[config.mk]
export PLATFORM = sky130hd
export DESIGN_NAME = ina_adc_sequencer
export DESIGN_NICKNAME = d
export VERILOG_FILES = /design/src/rtl/ina_pkg.sv /design/src/rtl/ina_adc_avg.sv /design/src/rtl/ina_adc_sequencer.sv
export SDC_FILE = /design/constraint.sdc
export NUM_CORES = 1
export LEC_CHECK = 0
export ABC_AREA = 1
export CAP_MARGIN = 20
export CORE_ASPECT_RATIO = 1.2
export CORE_UTILIZATION = 40
export DETAILED_ROUTE_END_ITERATION = 16
export HOLD_SLACK_MARGIN = 0.08
export PLACE_DENSITY_LB_ADDON = 0.12
export REMOVE_ABC_BUFFERS = 1
export SLEW_MARGIN = 10
export SYNTH_ARGS = -nofsm -noshare
export SYNTH_HDL_FRONTEND = slang
export SYNTH_SLANG_ARGS = --single-unit
[constraint.sdc]
create_clock -name clock -period 15.06 [get_ports clock]
set_input_delay 4.518 -clock clock [delete_from_list [all_inputs] [get_ports clock]]
set_output_delay 4.518 -clock clock [all_outputs]
set_load 0.01 [all_outputs]
[src/rtl/ina_pkg.sv]
// ---------------------------------------------------------------------------
// ina_pkg
// Shared definitions for the INA219 conversion-engine model:
//   - operating-mode encodings (config_reg[2:0])
//   - sequencer state enum
//   - PGA full-scale limits used for the shunt overflow flag
//   - ADC-setting decode into averaging count (log2) and resolution mask
// ---------------------------------------------------------------------------
package ina_pkg;

   // Operating modes. Bit 0 selects shunt, bit 1 selects bus, bit 2 continuous.
   localparam logic [2:0] MODE_POWER_DOWN = 3'd0;
   localparam logic [2:0] MODE_TRIG_SHUNT = 3'd1;
   localparam logic [2:0] MODE_TRIG_BUS   = 3'd2;
   localparam logic [2:0] MODE_TRIG_BOTH  = 3'd3;
   localparam logic [2:0] MODE_ADC_OFF    = 3'd4;
   localparam logic [2:0] MODE_CONT_SHUNT = 3'd5;
   localparam logic [2:0] MODE_CONT_BUS   = 3'd6;
   localparam logic [2:0] MODE_CONT_BOTH  = 3'd7;

   typedef enum logic [1:0] {
      ST_IDLE  = 2'd0,
      ST_SHUNT = 2'd1,
      ST_BUS   = 2'd2
   } state_t;

   // Shunt overflow limits in 10 uV LSBs for PGA gain /1, /2, /4, /8.
   localparam logic [15:0] PGA_LIMIT_0 = 16'd4000;
   localparam logic [15:0] PGA_LIMIT_1 = 16'd8000;
   localparam logic [15:0] PGA_LIMIT_2 = 16'd16000;
   localparam logic [15:0] PGA_LIMIT_3 = 16'd32000;

   typedef struct packed {
      logic [2:0]  log2n;  // averaging count is 1 << log2n
      logic [15:0] mask;   // clears LSBs below the selected resolution
   } adc_setting_t;

   // Low nibble codes 0..3 select a single 9..12 bit sample; codes with
   // bit 3 set select 12-bit samples averaged over 1..128 conversions.
   function automatic adc_setting_t adc_decode(input logic [3:0] s);
      adc_setting_t r;
      if (s[3]) begin
         r.log2n = s[2:0];
         r.mask  = 16'hFFFF;
      end else begin
         r.log2n = 3'd0;
         r.mask  = 16'hFFFF << (2'd3 - s[1:0]);
      end
      return r;
   endfunction

   function automatic logic [15:0] pga_limit(input logic [1:0] pga);
      logic [15:0] lim;
      case (pga)
         2'd0:    lim = PGA_LIMIT_0;
         2'd1:    lim = PGA_LIMIT_1;
         2'd2:    lim = PGA_LIMIT_2;
         default: lim = PGA_LIMIT_3;
      endcase
      return lim;
   endfunction

   // First phase of a pass for a given mode; IDLE when no ADC is enabled.
   function automatic state_t first_phase(input logic [2:0] m);
      state_t st;
      if (m[0])      st = ST_SHUNT;
      else if (m[1]) st = ST_BUS;
      else           st = ST_IDLE;
      return st;
   endfunction

endpackage

[src/rtl/ina_adc_avg.sv]
// ---------------------------------------------------------------------------
// ina_adc_avg
// One ADC channel: counts sample slots, accumulates the captured samples and
// produces the floor average once the configured number of samples is in.
//   clock, rst  : clock and synchronous active-high reset
//   clr         : abort; zeroes counters and accumulator
//   start       : held high while the sequencer is in this channel's phase
//   log2n       : averaging count as a power of two
//   sample      : pre-masked raw sample
//   done        : high in the last cycle of the last sample slot
//   result      : average including the sample captured in that cycle
// ---------------------------------------------------------------------------
module ina_adc_avg #(
   parameter int W      = 16,
   parameter int ACC_W  = 23,
   parameter bit SIGNED = 1'b1,
   parameter int CYCLES = 8
) (
   input  logic         clock,
   input  logic         rst,
   input  logic         clr,
   input  logic         start,
   input  logic [2:0]   log2n,
   input  logic [W-1:0] sample,
   output logic         done,
   output logic [W-1:0] result
);

   localparam int CW = (CYCLES > 1) ? $clog2(CYCLES) : 1;

   logic [CW-1:0]    cyc_q, cyc_d;
   logic [6:0]       cnt_q, cnt_d;
   logic [ACC_W-1:0] acc_q, acc_d;
   logic [ACC_W-1:0] samp_ext;
   logic [ACC_W-1:0] acc_sum;
   logic [6:0]       last_idx;
   logic             slot_end;

   assign slot_end = start && (cyc_q == CW'(CYCLES - 1));
   assign last_idx = 7'((8'd1 << log2n) - 8'd1);
   assign acc_sum  = acc_q + samp_ext;
   assign done     = slot_end && (cnt_q == last_idx);

   // The result is formed combinationally from the final sum so the caller
   // can register it on the same edge that captures the last sample.
   generate
      if (SIGNED) begin : g_signed
         assign samp_ext = {{(ACC_W - W){sample[W-1]}}, sample};
         assign result   = W'($signed(acc_sum) >>> log2n);
      end else begin : g_unsigned
         assign samp_ext = {{(ACC_W - W){1'b0}}, sample};
         assign result   = W'(acc_sum >> log2n);
      end
   endgenerate

   always_comb begin
      cyc_d = cyc_q;
      cnt_d = cnt_q;
      acc_d = acc_q;
      if (clr || !start) begin
         cyc_d = '0;
         cnt_d = '0;
         acc_d = '0;
      end else if (slot_end) begin
         cyc_d = '0;
         if (done) begin
            // Ready for an immediate restart in continuous mode.
            cnt_d = '0;
            acc_d = '0;
         end else begin
            cnt_d = cnt_q + 7'd1;
            acc_d = acc_sum;
         end
      end else begin
         cyc_d = cyc_q + 1'b1;
      end
   end

   always_ff @(posedge clock) begin
      if (rst) begin
         cyc_q <= '0;
         cnt_q <= '0;
         acc_q <= '0;
      end else begin
         cyc_q <= cyc_d;
         cnt_q <= cnt_d;
         acc_q <= acc_d;
      end
   end

endmodule

[src/rtl/ina_adc_sequencer.sv]
// ---------------------------------------------------------------------------
// ina_adc_sequencer
// INA219 conversion engine: sequences shunt-then-bus conversions in
// triggered or continuous mode and publishes the averaged results.
//   clock, rst        : clock and synchronous active-high reset
//   raw_shunt/raw_bus : raw ADC samples (signed 10 uV / unsigned 4 mV LSB)
//   mode/sadc/badc/pga: configuration fields, latched on cfg_wr or reset
//   cfg_wr            : configuration written; aborts and restarts a pass
//   cnvr_clr          : power register read; clears CNVR
//   shunt_out         : averaged shunt result
//   bus_out           : {bus[12:0], 0, CNVR, OVF}
//   busy              : a conversion pass is in progress
// ---------------------------------------------------------------------------
module ina_adc_sequencer
   import ina_pkg::*;
#(
   parameter int CYCLES_PER_SAMPLE = 8
) (
   input  logic        clock,
   input  logic        rst,
   input  logic [15:0] raw_shunt,
   input  logic [12:0] raw_bus,
   input  logic [2:0]  mode,
   input  logic [3:0]  sadc,
   input  logic [3:0]  badc,
   input  logic [1:0]  pga,
   input  logic        cfg_wr,
   input  logic        cnvr_clr,
   output logic [15:0] shunt_out,
   output logic [15:0] bus_out,
   output logic        busy
);

   state_t      state_q, state_d;
   logic [2:0]  mode_q, mode_d;
   logic [3:0]  sadc_q, sadc_d;
   logic [3:0]  badc_q, badc_d;
   logic [1:0]  pga_q, pga_d;
   logic [15:0] shunt_q, shunt_d;
   logic [12:0] bus_q, bus_d;
   logic        cnvr_q, cnvr_d;
   logic        ovf_q, ovf_d;

   adc_setting_t scfg, bcfg;
   logic [15:0]  shunt_samp;
   logic [12:0]  bus_samp;
   logic         shunt_done, bus_done;
   logic [15:0]  shunt_avg;
   logic [12:0]  bus_avg;
   logic [16:0]  shunt_ext, shunt_abs;
   logic         pass_end;

   assign scfg       = adc_decode(sadc_q);
   assign bcfg       = adc_decode(badc_q);
   assign shunt_samp = raw_shunt & scfg.mask;
   assign bus_samp   = 13'({3'b000, raw_bus} & bcfg.mask);

   ina_adc_avg #(
      .W      (16),
      .ACC_W  (23),
      .SIGNED (1'b1),
      .CYCLES (CYCLES_PER_SAMPLE)
   ) u_shunt_avg (
      .clock  (clock),
      .rst    (rst),
      .clr    (cfg_wr),
      .start  (state_q == ST_SHUNT),
      .log2n  (scfg.log2n),
      .sample (shunt_samp),
      .done   (shunt_done),
      .result (shunt_avg)
   );

   ina_adc_avg #(
      .W      (13),
      .ACC_W  (20),
      .SIGNED (1'b0),
      .CYCLES (CYCLES_PER_SAMPLE)
   ) u_bus_avg (
      .clock  (clock),
      .rst    (rst),
      .clr    (cfg_wr),
      .start  (state_q == ST_BUS),
      .log2n  (bcfg.log2n),
      .sample (bus_samp),
      .done   (bus_done),
      .result (bus_avg)
   );

   // 17 bits so that |-32768| is representable.
   assign shunt_ext = {shunt_avg[15], shunt_avg};
   assign shunt_abs = shunt_ext[16] ? (~shunt_ext + 17'd1) : shunt_ext;

   always_comb begin
      state_d  = state_q;
      mode_d   = mode_q;
      sadc_d   = sadc_q;
      badc_d   = badc_q;
      pga_d    = pga_q;
      shunt_d  = shunt_q;
      bus_d    = bus_q;
      ovf_d    = ovf_q;
      cnvr_d   = cnvr_q;
      pass_end = 1'b0;

      case (state_q)
         ST_IDLE: begin
            // Only reachable with a continuous mode latched straight after reset.
            if (mode_q[2]) state_d = first_phase(mode_q);
         end
         ST_SHUNT: begin
            if (shunt_done) begin
               shunt_d = shunt_avg;
               ovf_d   = shunt_abs > {1'b0, pga_limit(pga_q)};
               if (mode_q[1]) state_d = ST_BUS;
               else           pass_end = 1'b1;
            end
         end
         ST_BUS: begin
            if (bus_done) begin
               bus_d    = bus_avg;
               pass_end = 1'b1;
            end
         end
         default: state_d = ST_IDLE;
      endcase

      if (pass_end) state_d = mode_q[2] ? first_phase(mode_q) : ST_IDLE;

      // A completing pass sets CNVR even if it is being cleared this cycle.
      if (cnvr_clr) cnvr_d = 1'b0;
      if (pass_end) cnvr_d = 1'b1;

      // A configuration write discards any result completing this cycle.
      if (cfg_wr) begin
         mode_d  = mode;
         sadc_d  = sadc;
         badc_d  = badc;
         pga_d   = pga;
         state_d = first_phase(mode);
         shunt_d = shunt_q;
         bus_d   = bus_q;
         ovf_d   = ovf_q;
         cnvr_d  = 1'b0;
      end
   end

   always_ff @(posedge clock) begin
      if (rst) begin
         state_q <= ST_IDLE;
         mode_q  <= mode;
         sadc_q  <= sadc;
         badc_q  <= badc;
         pga_q   <= pga;
         shunt_q <= '0;
         bus_q   <= '0;
         cnvr_q  <= 1'b0;
         ovf_q   <= 1'b0;
      end else begin
         state_q <= state_d;
         mode_q  <= mode_d;
         sadc_q  <= sadc_d;
         badc_q  <= badc_d;
         pga_q   <= pga_d;
         shunt_q <= shunt_d;
         bus_q   <= bus_d;
         cnvr_q  <= cnvr_d;
         ovf_q   <= ovf_d;
      end
   end

   assign shunt_out = shunt_q;
   assign bus_out   = {bus_q, 1'b0, cnvr_q, ovf_q};
   assign busy      = (state_q != ST_IDLE);

endmodule

; Word level (Yosys, flattened, before mapping)
; Cells that the tools add are included.
; W data, S select, Z words.
[word_totals]
ff_bits = 109
inputBits = 46
out_inout_bits = 33
elab_cells = 105
[op_classes]
n_addsub = 11
magnitude_cmp = 1
eq_ne = 12
n_shift = 6
mux = 35
bitwise_logic = 4
reduce_logical = 21
[op_table]
columns = op, n
row1 = $pmux W15 S3, 1
row2 = $mux W19, 2
row3 = $mux W16, 2
row4 = $shl A16 B2 Y16 const A, 2
row5 = $mux W2, 12
row6 = $add A23 B23 Y23, 1
row7 = $mux W23, 1
row8 = $sshr A23 B3 Y16, 1
row9 = $add A20 B13 Y20, 1
row10 = $mux W20, 1
row11 = $shr A20 B3 Y13, 1
row12 = $add A17 B1 Y17 const B, 1
row13 = $gt A17 B16 Y1, 1
row14 = $mux W17, 1
row15 = $not A17 Y17, 1
row16 = $and A16 B16 Y16, 1
row17 = $mux W4, 4
row18 = $add A7 B1 Y7 const B, 2
row19 = $eq A7 B7 Y1, 2
row20 = $mux W7, 2
row21 = $shl A1 B3 Y7 const A, 2
row22 = $sub A7 B1 Y7 const B, 2
row23 = $and A13 B13 Y13, 1
row24 = $ne A4 B4 Y1 const B, 3
row25 = other kinds (20), 42

; Logic depth before layout (Yosys ltp)
; Gate-level depths: netlist (run 1).
[depth]
word_depth = 11
mapped_depth = 36
mapped_depth_nobuf = 35

; Hierarchy
; Synthesis (run 1) repeated with hierarchy kept, for this count alone.
[unflattened]
cells_unflattened = 1530
hier_area_um2 = 9252.6
[modules_own_cells]
columns = mod, instances, cells_per_inst, area_each_um2, seq_area_each_um2
row1 = ina_adc_avg (u_shunt_avg), 1, 679, 3738.6, 660.6
row2 = ina_adc_avg (u_bus_avg), 1, 534, 3124.2, 600.6
row3 = ina_adc_sequencer, 1, 317, 2389.8, 1051.0

; Worst setup path after synthesis (run 1)
; Ideal clock, no wire load.
[synth_timing]
kind = input -> register
start = input raw_shunt[0]
end = register ovf_q
setup_ps = 122
arrival_time_ps = 7813
t_required_ps = 14938
setup_slack_ps = 7125
cell_stages = 32
n_path_buf = 0
path_cell_list = o21ai_0 nor2_1 ha_1 inv_1 fa_1 inv_1 nand3_1 nand2_1 xor2_1 or2_1 nand3_1 nand3_1 nand2_1 and2_1 nand2_1 nor3_2 inv_1 nand2_1 xor2_1 inv_1 ha_1 a21oi_1 o21ai_0 a21o_1 a21oi_1 nor2_1 nand2_1 nand2_1 nand2_1 nand2_1 nand2_1 a21oi_2
[synth_between]
elab_chain_len = 7
[synth_lines]
columns = element, line
row1 = "start, declared", ina_adc_sequencer.sv:21  ; input logic [15:0] raw_shunt,
row2 = $and A16 B16 Y16 (*), ina_adc_sequencer.sv:55  ; assign shunt_samp = raw_shunt & scfg.mask;
row3 = $add A23 B23 Y23 (*), ina_adc_avg.sv:41  ; assign acc_sum = acc_q + samp_ext;
row4 = $sshr A23 B3 Y16 (*), ina_adc_avg.sv:49  ; assign result = W'($signed(acc_sum) >>> log2n);
row5 = $not A17 Y17, ina_adc_sequencer.sv:92  ; assign shunt_abs = shunt_ext[16] ? (~shunt_ext + 17'd1) : shunt_ext;
row6 = $add A17 B1 Y17, ina_adc_sequencer.sv:92
row7 = $mux W17 (*), ina_adc_sequencer.sv:92
row8 = $gt A17 B16 Y1 (*), ina_adc_sequencer.sv:114  ; ovf_d = shunt_abs > {1'b0, pga_limit(pga_q)};
row9 = "end signal, assigned", ina_adc_sequencer.sv:168  ; ovf_q <= ovf_d;
row10 = "end, declared", ina_adc_sequencer.sv:42  ; logic ovf_q, ovf_d;
; Mark *: on every way between the ends. The rest lies on a longest branch, timed or not.
; A chain may end at the register's enable or synchronous reset.

; Worst setup path after layout (run 1)
; Same ends and word-level chain as after synthesis.

==> flow_summary_export.csv, run 1 <==
group,metric,value,unit
yosys,synth_common_cells,"nand2_1, inv_1, nand3_1, dfxtp_1, nor2_1",
timing,worst_pin_slew,1050,ps
yosys,ys_warn_count,0,
timing,rsz0062_at_grt,"no",
cts,cts_tree,"yes",
routing,route.detailed.drc,0,
cts,cts_setup_buffers,0,
setup_path,critPathKind,"in2reg",
grt,grt_use_met3,0.0286,
yosys,synth_area,0.00862,sq mm
routing,ant_nets,0,
power_and_ir_drop,p_sw,0.256,mW
setup_path,path_buf_inv,6,
setup_path,cpPeakStageDelay,530,ps
setup_path,crit_slowest_cell,"clkdlybuf4s50_1",
cts,cts.clk_slew.worst_paths,80,ps
power_and_ir_drop,total_power,0.745,mW
yosys,ys_seq_elements,109,
job,max_cap_viol_count,0,
status,status,"complete, no violations",
cells_and_area,fin_nets,1494,
die,die_area,0.0222,sq mm
routing,routed-via-count,8553,
grt,antenna_found_initial,0,
die,fp-row-count,58,
grt,use_met2,0.422,
placement,globalplace.congestion,0.888,
power_and_ir_drop,p_int,0.489,mW
grt,gr-total-overflow,0,
placement,portBuffers,77,
yosys,ys_top_cells_by_area,"dfxtp_1, nand2_1, nand3_1",
yosys,synth_top_cell_area_share,0.223,
grt,grt_use_met1,0.272,
timing,tns,0,ps
yosys,async_reset_ff_frac,0,
power_and_ir_drop,p_per_area,75.7,mW/mm^2
setup_path,worstPathArrival,8900,ps
cts,worstSkewPairLatency,360,ps
cells_and_area,diodes,0,
grt,grt.total_usage,0.229,
yosys,synth_cell_types,55,
timing,skew,11.3,ps
die,die_y,163,um
placement,dp_hpwl,19.3,mm
setup_path,crit_required,15300,ps
cts,root_buffer,"clkbuf_16",
grt,grt_pass1_vias,8238,
die,ios,79,
die,start_util,0.410,
timing,fin_crit,8660,ps
grt,grt_max_degree,35,
routing,first_pass_iters,8,
cells_and_area,layout-drive-gt1-share,0.0630,
cts,cts.repair.resized,0,
grt,grt_pass1_wl,40.1,mm
yosys,synth_cells,1340,
setup_path,cp_top_family,"simple AND/OR/NAND/NOR gates",
yosys,yosysMostFrequentCell,"nand2_1",
timing,drv_slew,0,
cells_and_area,area_growth,14.2,%
power_and_ir_drop,clkPwrFrac,0.331,
timing,setup_viol,0,
cts,cts-buffers-inserted,9,
setup_path,cp-end-kind,"flip-flop",
routing,viasPerCell,5.13,
power_and_ir_drop,switching_share,0.344,
yosys,yosysTopAreaCell,"dfxtp_1",
routing,drtIter0Drc,435,
hold_path,min_path_type,"reg2reg",
power_and_ir_drop,leakagePower,4.52,nW
timing,finalHoldViolCount,0,
setup_path,crit_fanout,4,
routing,drt_wl_total,24.6,mm
yosys,avgSynthCellArea,6.44,sq um
yosys,ys_dominant_reg_cell,"dfxtp_1",
cts,clock_sinks,109,
cts,cts_htree_levels,3,
power_and_ir_drop,pwr-share-comb,0.262,
power_and_ir_drop,ir_worst_vdd,54.9,uV
yosys,synth-edff-count,13,
setup_path,worstSetupStartpointType,"input port",
die,die_w,136,um
routing,wl_per_cell,14.7,um
timing,clock.fmax,115,MHz
cts,cts_max_path_buffers,2,
yosys,ys_seq_area_frac,0.268,
timing,period_share,0.575,
timing,slew_headroom,0.300,
grt,top_usage_layer,"met2",
cts,ctsHoldBuffers,0,
die,core_area,0.0210,sq mm
setup_path,cp_common_cell,"nand2_1",
power_and_ir_drop,pwr-share-seq,0.407,
cell type report:
class / count / area, sq um
Timing Repair Buffer: 79 / 786
Clock buffer: 10 / 239
Tap cell: 270 / 338
Fill cell: 2283 / 11200
Sequential cell: 109 / 2310
Multi-Input combinational cell: 1004 / 5420
Clock inverter: 6 / 50.0
Inverter: 188 / 706
power groups by stage:
stage | sequential (mW) | clock, mW | combinational [mW]
detailed placement | 0.310 | 0 | 0.195
CTS | 0.303 | 0.254 | 0.196
floorplan | 0.309 | 0 | 0.140
global placement | 0.310 | 0 | 0.194
global route | 0.304 | 0.263 | 0.223
finish | 0.304 | 0.247 | 0.195
registers in the layout, summed over array words and instances, names as in the netlist:
signal / flops
u_shunt_avg.acc_q: 23
u_shunt_avg.cyc_q: 3
mode_q: 3
cnvr_q: 1
ovf_q: 1
badc_q: 4
u_shunt_avg.cnt_q: 7
u_bus_avg.cnt_q: 7
shunt_out: 16
u_bus_avg.acc_q: 20
state_q: 2
sadc_q: 4
bus_q: 13
u_bus_avg.cyc_q: 3
pga_q: 2
final timing paths:
kind	cells past startpoint	start	end	slack, ps
worst max-delay path	35	raw_shunt[0]	ovf_q	6400
worst min register to register	1	u_shunt_avg.cyc_q[0]	u_shunt_avg.cyc_q[0]	430
worst max register to register	16	sadc_q[3]	u_shunt_avg.acc_q[7]	10190
worst min-delay path	1	u_shunt_avg.cyc_q[0]	u_shunt_avg.cyc_q[0]	430
worst reg2reg max path, stage by stage (launching register included):
cell      delay, ps
edfxtp_1        480
nand2_1         610
inv_1           580
nor2_1          330
inv_1           100
nor2_1          150
inv_1           110
ha_1            240
or2_2           300
nand3_1         100
xor2_1           70
nand2_1         120
inv_1           140
nor2_1          820
inv_1           190
or2_2           350
a21oi_1         120
placed cells by master, fill, tap and decap left out, types with 2 or more instances in the layout:
cell type / Yosys / final
or2_2: 5 / 5
nor3_1: 8 / 8
edfxtp_1: 13 / 13
or2_1: 4 / 4
nand4_1: 16 / 16
ha_1: 55 / 55
o21bai_1: 3 / 3
inv_2: 7 / 7
nand3_2: 11 / 11
inv_1: 179 / 179
nor2_1: 76 / 75
and2_1: 5 / 5
clkdlybuf4s50_1: 0 / 77
a21oi_2: 6 / 6
fa_1: 2 / 2
o22ai_1: 4 / 4
clkbuf_16: 0 / 9
inv_6: 0 / 3
nand3_1: 151 / 151
o21ai_1: 6 / 6
nor4_1: 4 / 4
buf_4: 5 / 2
o211ai_1: 22 / 22
nand2_2: 20 / 20
a21oi_1: 74 / 74
clkinv_1: 2 / 2
o21ai_2: 2 / 2
o21ai_0: 55 / 55
nand3b_1: 3 / 3
xor2_1: 35 / 35
mux2i_1: 2 / 2
a31oi_1: 9 / 9
xnor2_1: 14 / 14
dfxtp_1: 96 / 96
nor2_2: 11 / 12
nand2_1: 383 / 383
metrics by stage:
| stage | worst slack (ps) | hold WS (ps) | cells | utilization | cell area, sq um |
|---|---|---|---|---|---|
| 2_1_floorplan | 7060 | 399 | 1301 | - | 8440 |
| 6_report | 6400 | 428 | 1666 | 0.468 | 9850 |
| 3_3_place_gp | 6160 | 408 | 1650 | 0.454 | 9560 |
| 4_1_cts | 6450 | 430 | 1666 | 0.468 | 9850 |
| 3_5_place_dp | 6120 | 418 | 1650 | 0.454 | 9560 |
| 5_1_grt | 5920 | 447 | 1666 | 0.468 | 9850 |
cells by family after synthesis:
logic type               count (synthesis)  synth area share
flip-flops                             109             0.268
buffers and inverters                  227             0.104
multiplexers                             2           0.00232
AND/OR/NAND/NOR                        702             0.360
AO/OA/AOI/OAI                          192             0.129
other                                    1          0.000435
XOR/XNOR                                50            0.0516
adder cells (fa/ha/maj)                 57            0.0844
metal layers:
layer,vias to the layer above,part of all wire
li1,4457,-
met1,3894,0.44
met2,169,0.51
met3,33,0.030
met4,0,0.022
met5,-,0
No activity file was read; power rests on OpenSTA's default activity.
==> run 2, diff against run 1 <==
==> constraint.sdc (replaced) <==
create_clock -name clock -period 8.3 [get_ports clock]
set_input_delay 2.49 -clock clock [delete_from_list [all_inputs] [get_ports clock]]
set_output_delay 2.49 -clock clock [all_outputs]
set_load 0.01 [all_outputs]
==> run 2 against run 1 <==
  * Setup slack got worse by 4700 ps
  * Sequential power rose by 81%
  * Critical path type unchanged
  * Highest routed layer unchanged
  * Clock-buffer cell count did not move
  * Critical endpoint unchanged
  * Largest cell class unchanged
  * Register-to-register slack got worse by 6800 ps
==> flow_summary_export.csv, run 2 (same netlist as run 1, synthesis figures left out) <==
group,metric,value,unit
setup_path,crit_slowest_cell,"clkdlybuf4s50_1",
routing,viasPerCell,5.15,
setup_path,worstPathArrival,6840,ps
cts,cts_max_path_buffers,2,
cells_and_area,largest-register,"u_shunt_avg.acc_q",
cts,cts.repair.resized,0,
timing,whs,427,ps
status,status,"complete, no violations",
die,start_util,0.410,
power_and_ir_drop,p_per_area,140,mW/mm^2
setup_path,cp-end-kind,"flip-flop",
job,max_cap_viol_count,0,
timing,fin_crit,6600,ps
cells_and_area,largest_register_ffs,23,
setup_path,crit_required,8540,ps
routing,wl_per_cell,14.7,um
cts,ctsHoldBuffers,0,
grt,grt.total_usage,0.229,
timing,clock.fmax,152,MHz
timing,finalHoldViolCount,0,
die,die_area,0.0222,sq mm
die,core_area,0.0210,sq mm
timing,slew_headroom,0.337,
grt,antenna_found_initial,0,
cts,root_buffer,"clkbuf_16",
setup_path,worstSetupStartpointType,"input port",
hold_path,min_path_type,"reg2reg",
cells_and_area,diodes,0,
cts,clock_sinks,109,
timing,drv_slew,0,
power_and_ir_drop,leakagePower,4.53,nW
cts,cts-buffers-inserted,9,
grt,grt_max_degree,35,
power_and_ir_drop,ir_worst_vdd,95.6,uV
setup_path,crit_fanout,4,
cells_and_area,final_util,0.469,
routing,routed-via-count,8575,
routing,first_pass_iters,7,
grt,grt_pass1_wl,40.2,mm
setup_path,cp_common_cell,"nand2_1",
timing,setup_viol,0,
die,die_y,163,um
timing,worst_pin_slew,990,ps
cts,worstSkewPairLatency,360,ps
timing,tns,0,ps
cells_and_area,fin_nets,1494,
die,fp-row-count,58,
cts,cts_htree_levels,3,
cells_and_area,layout-drive-gt1-share,0.0623,
cells_and_area,fill_cells,2265,
cells_and_area,seq_area,0.00231,sq mm
placement,portBuffers,77,
die,ios,79,
power_and_ir_drop,total_power,1.38,mW
cells_and_area,mostFrequentLayoutCell,"nand2_1",
routing,drtIter0Drc,408,
cells_and_area,multi_input_area,0.00542,sq mm
placement,globalplace.congestion,0.888,
grt,grt_pass1_vias,8337,
grt,gr-total-overflow,0,
setup_path,path_buf_inv,6,
setup_path,cpPeakStageDelay,530,ps
cells_and_area,final_cell_mix,"nand2_1, inv_1, nand3_1, dfxtp_1, clkdlybuf4s50_1",
cts,cts_tree,"yes",
die,die_w,136,um
setup_path,cp_top_family,"simple AND/OR/NAND/NOR gates",
setup_path,critPathKind,"in2reg",
routing,drt_wl_total,24.5,mm
cts,cts_setup_buffers,0,
timing,rsz0062_at_grt,"no",
cts,cts.clk_slew.worst_paths,80,ps
timing,skew,10.2,ps
placement,dp_hpwl,19.3,mm
timing,period_share,0.795,
routing,route.detailed.drc,0,
routing,ant_nets,0,
cells_and_area,area_growth,14.4,%
[run 2: power breakdown]
part           total [mW]  leakage [nW]  switching [mW]  internal [mW]
Sequential          0.551         0.906         0.00886          0.542
Combinational       0.354          3.47           0.226          0.128
Clock               0.474         0.148           0.233          0.242
[run 2: area by class of cell]
cell class,instances,share of cell area
Sequential cell,109,0.234
Clock buffer,10,0.0232
Timing Repair Buffer,79,0.0796
Tap cell,270,0.0342
Inverter,188,0.0715
Clock inverter,6,0.00786
Multi-Input combinational cell,1004,0.549
[run 2: worst paths after layout]
kind | start | endpoint | slack (ps) | cells after the start
setup reg to reg | sadc_q[3] | u_shunt_avg.acc_q[7] | 3440 | 16
hold / removal | u_shunt_avg.cyc_q[0] | u_shunt_avg.cyc_q[0] | 430 | 1
setup / recovery | raw_shunt[0] | ovf_q | 1700 | 35
hold reg to reg | u_shunt_avg.cyc_q[0] | u_shunt_avg.cyc_q[0] | 430 | 1
[run 2: worst reg2reg max path: stages, from the launching register on]
cell	delay, ps
edfxtp_1	480
nand2_1	620
inv_1	590
nor2_1	320
inv_1	110
nor2_1	150
inv_1	100
ha_1	240
or2_2	300
nand3_1	100
xor2_1	70
nand2_1	120
inv_1	150
nor2_1	780
inv_1	200
or2_2	340
a21oi_1	110
[run 2: routing by layer]
| layer | vias up | wire (um) | track usage |
|---|---|---|---|
| met5 | - | 0 | 0 |
| met4 | 0 | 551 | 0.0742 |
| met3 | 33 | 655 | 0.0289 |
| met2 | 142 | 12500 | 0.425 |
| met1 | 3946 | 10800 | 0.266 |
| li1 | 4454 | - | - |
[run 2: through the flow]
step | setup slack [ps] | instance area [sq um] | cells
2_1_floorplan | 2330 | 8440 | 1301
3_3_place_gp | 1430 | 9560 | 1650
3_5_place_dp | 1370 | 9560 | 1650
4_1_cts | 1720 | 9870 | 1666
5_1_grt | 1130 | 9870 | 1666
6_report | 1700 | 9870 | 1666
==> run 3, diff against run 2 <==
==> constraint.sdc (replaced) <==
create_clock -name clock -period 5.65 [get_ports clock]
set_input_delay 1.695 -clock clock [delete_from_list [all_inputs] [get_ports clock]]
set_output_delay 1.695 -clock clock [all_outputs]
set_load 0.01 [all_outputs]
==> run 3 against run 2 <==
  * Register-to-register slack worse by 2200 ps
  * Via count rose by 3.0%
  * Critical path depth decreased by 4
  * Setup slack got worse by 1300 ps
  * Cell area rose by 8.1%
  * Sequential cell count stayed put
  * Clock skew up 5.7 ps
  * Highest routed layer unchanged
  * Global-route usage is 0.57 points higher
  * Clock-buffer cell count is 1 lower
==> flow_summary_export.csv, run 3 (same netlist as run 1, synthesis figures left out) <==
group,metric,value,unit
routing,route.detailed.drc,0,
timing,whs,424,ps
power_and_ir_drop,ir_worst_vdd,145,uV
power_and_ir_drop,switching_share,0.334,
cts,root_buffer,"clkbuf_16",
power_and_ir_drop,p_sw,0.703,mW
die,die_area,0.0222,sq mm
routing,ant_nets,0,
die,fp-row-count,58,
timing,skew,15.9,ps
cells_and_area,largest-register,"u_shunt_avg.acc_q",
hold_path,min_path_type,"reg2reg",
cts,cts_tree,"yes",
timing,fin_crit,5270,ps
cts,clock_sinks,109,
placement,portBuffers,77,
cells_and_area,mostFrequentLayoutCell,"nand2_1",
die,die_y,163,um
setup_path,cpPeakStageDelay,480,ps
cts,cts-buffers-inserted,9,
routing,first_pass_iters,6,
cts,ctsHoldBuffers,0,
setup_path,cp_common_cell,"nand2_1",
setup_path,worstPathArrival,5520,ps
cts,cts_max_path_buffers,2,
die,ios,79,
timing,rsz0062_at_grt,"no",
timing,slew_headroom,0.337,
cells_and_area,area_growth,23.7,%
cells_and_area,final_util,0.507,
job,max_cap_viol_count,0,
grt,grt_pass1_vias,8570,
timing,finalHoldViolCount,0,
power_and_ir_drop,pwr-share-seq,0.384,
cells_and_area,largest_register_ffs,23,
routing,drt_wl_total,24.9,mm
grt,grt_pass1_wl,40.9,mm
grt,grt_use_met1,0.278,
setup_path,cp-startpoint,"raw_shunt[2]",
cells_and_area,fin_nets,1581,
cts,worstSkewPairLatency,380,ps
placement,globalplace.congestion,0.895,
power_and_ir_drop,leakagePower,5.00,nW
cts,cts_htree_levels,3,
die,core_area,0.0210,sq mm
cts,cts.clk_slew.worst_paths,80,ps
cells_and_area,fill_cells,2215,
die,die_w,136,um
power_and_ir_drop,pwr-share-comb,0.289,
power_and_ir_drop,p_int,1.40,mW
cells_and_area,layout-drive-gt1-share,0.137,
routing,wl_per_cell,14.2,um
grt,grt_use_met3,0.0327,
routing,viasPerCell,5.04,
power_and_ir_drop,p_per_area,197,mW/mm^2
grt,grt.total_usage,0.234,
setup_path,crit_required,5900,ps
cells_and_area,final_cell_mix,"nand2_1, inv_1, nand3_1, dfxtp_1, buf_4",
hold_path,worstHoldStart,"u_bus_avg.cyc_q[0]",
cells_and_area,diodes,0,
timing,drv_slew,0,
routing,drtIter0Drc,368,
setup_path,regToRegStartpoint,"sadc_q[3]",
grt,antenna_found_initial,0,
placement,postPlaceCellArea,0.0102,sq mm
timing,worst_pin_slew,993,ps
grt,use_met2,0.419,
timing,clock.fmax,190,MHz
status,status,"complete, no violations",
placement,dp_hpwl,19.6,mm
die,start_util,0.410,
grt,grt_max_degree,35,
cells_and_area,postLayoutCellArea,0.0107,sq mm
setup_path,critPathKind,"in2reg",
timing,period_share,0.932,
setup_path,crit_fanout,5,
power_and_ir_drop,clkPwrFrac,0.327,
routing,routed-via-count,8830,
setup_path,crit_slowest_cell,"clkdlybuf4s50_1",
grt,top_usage_layer,"met2",
grt,gr-total-overflow,0,
setup_path,cp-end-kind,"flip-flop",
timing,setup_viol,0,
setup_path,worstSetupStartpointType,"input port",
[run 3: final timing paths]
| path | to | slack, ps | cells past startpoint |
|---|---|---|---|
| worst max register to register | ovf_q | 1280 | 26 |
| worst min register to register | u_bus_avg.cyc_q[0] | 420 | 1 |
| worst max-delay path | ovf_q | 380 | 31 |
| worst min-delay path | u_bus_avg.cyc_q[0] | 420 | 1 |
[run 3: repair_timing]
item,in CTS,in global routing
hold endpoints to repair,0,0
gates resized for setup,0,38
setup buffers,0,3
setup endpoints to repair,0,1
[run 3: final cells by class]
| type | instances | area (sq um) | area share |
|---|---|---|---|
| inverter | 188 | 706 | 0.0661 |
| sequential | 109 | 2310 | 0.217 |
| multi-input combinational | 1004 | 5570 | 0.522 |
| timing repair buffer | 166 | 1440 | 0.135 |
| clock inverter | 7 | 80.1 | 0.00750 |
| clock buffer | 9 | 225 | 0.0211 |
| tap | 270 | 338 | 0.0317 |
[run 3: worst max-delay path: cells and delay by family]
| kind | cells | cell delay (ps) |
|---|---|---|
| adders and majority gates | 2 | 480 |
| and+or+nand+nor | 19 | 1840 |
| xor gates and xnor gates | 1 | 140 |
| buffers and inverters | 3 | 640 |
| AOI/OAI and AO/OA | 6 | 710 |
[run 3: through the flow]
step	power, mW	setup TNS, ps	setup slack, ps	cells
detailed placement	1.42	-329	-329	1734
floorplan	1.20	0	473	1301
finish	2.11	0	383	1753
CTS	2.11	0	43.0	1750
global route	2.23	0	20.1	1753
global placement	1.41	-269	-269	1734
[run 3: routing by layer]
| layer | vias to the layer above | wire (um) | part of all wire |
|---|---|---|---|
| li1 | 4634 | - | - |
| met1 | 3955 | 10900 | 0.44 |
| met2 | 194 | 12400 | 0.50 |
| met3 | 47 | 914 | 0.037 |
| met4 | 0 | 751 | 0.030 |
| met5 | - | 0 | 0 |
[run 3: power groups by stage]
| stage | Combinational (mW) | Clock, mW | Sequential, mW |
|---|---|---|---|
| after detailed placement | 0.589 | 0 | 0.828 |
| after floorplan | 0.374 | 0 | 0.823 |
| final | 0.608 | 0.689 | 0.810 |
| after CTS | 0.593 | 0.703 | 0.809 |
| after global routing | 0.689 | 0.732 | 0.812 |
| after global placement | 0.586 | 0 | 0.827 |
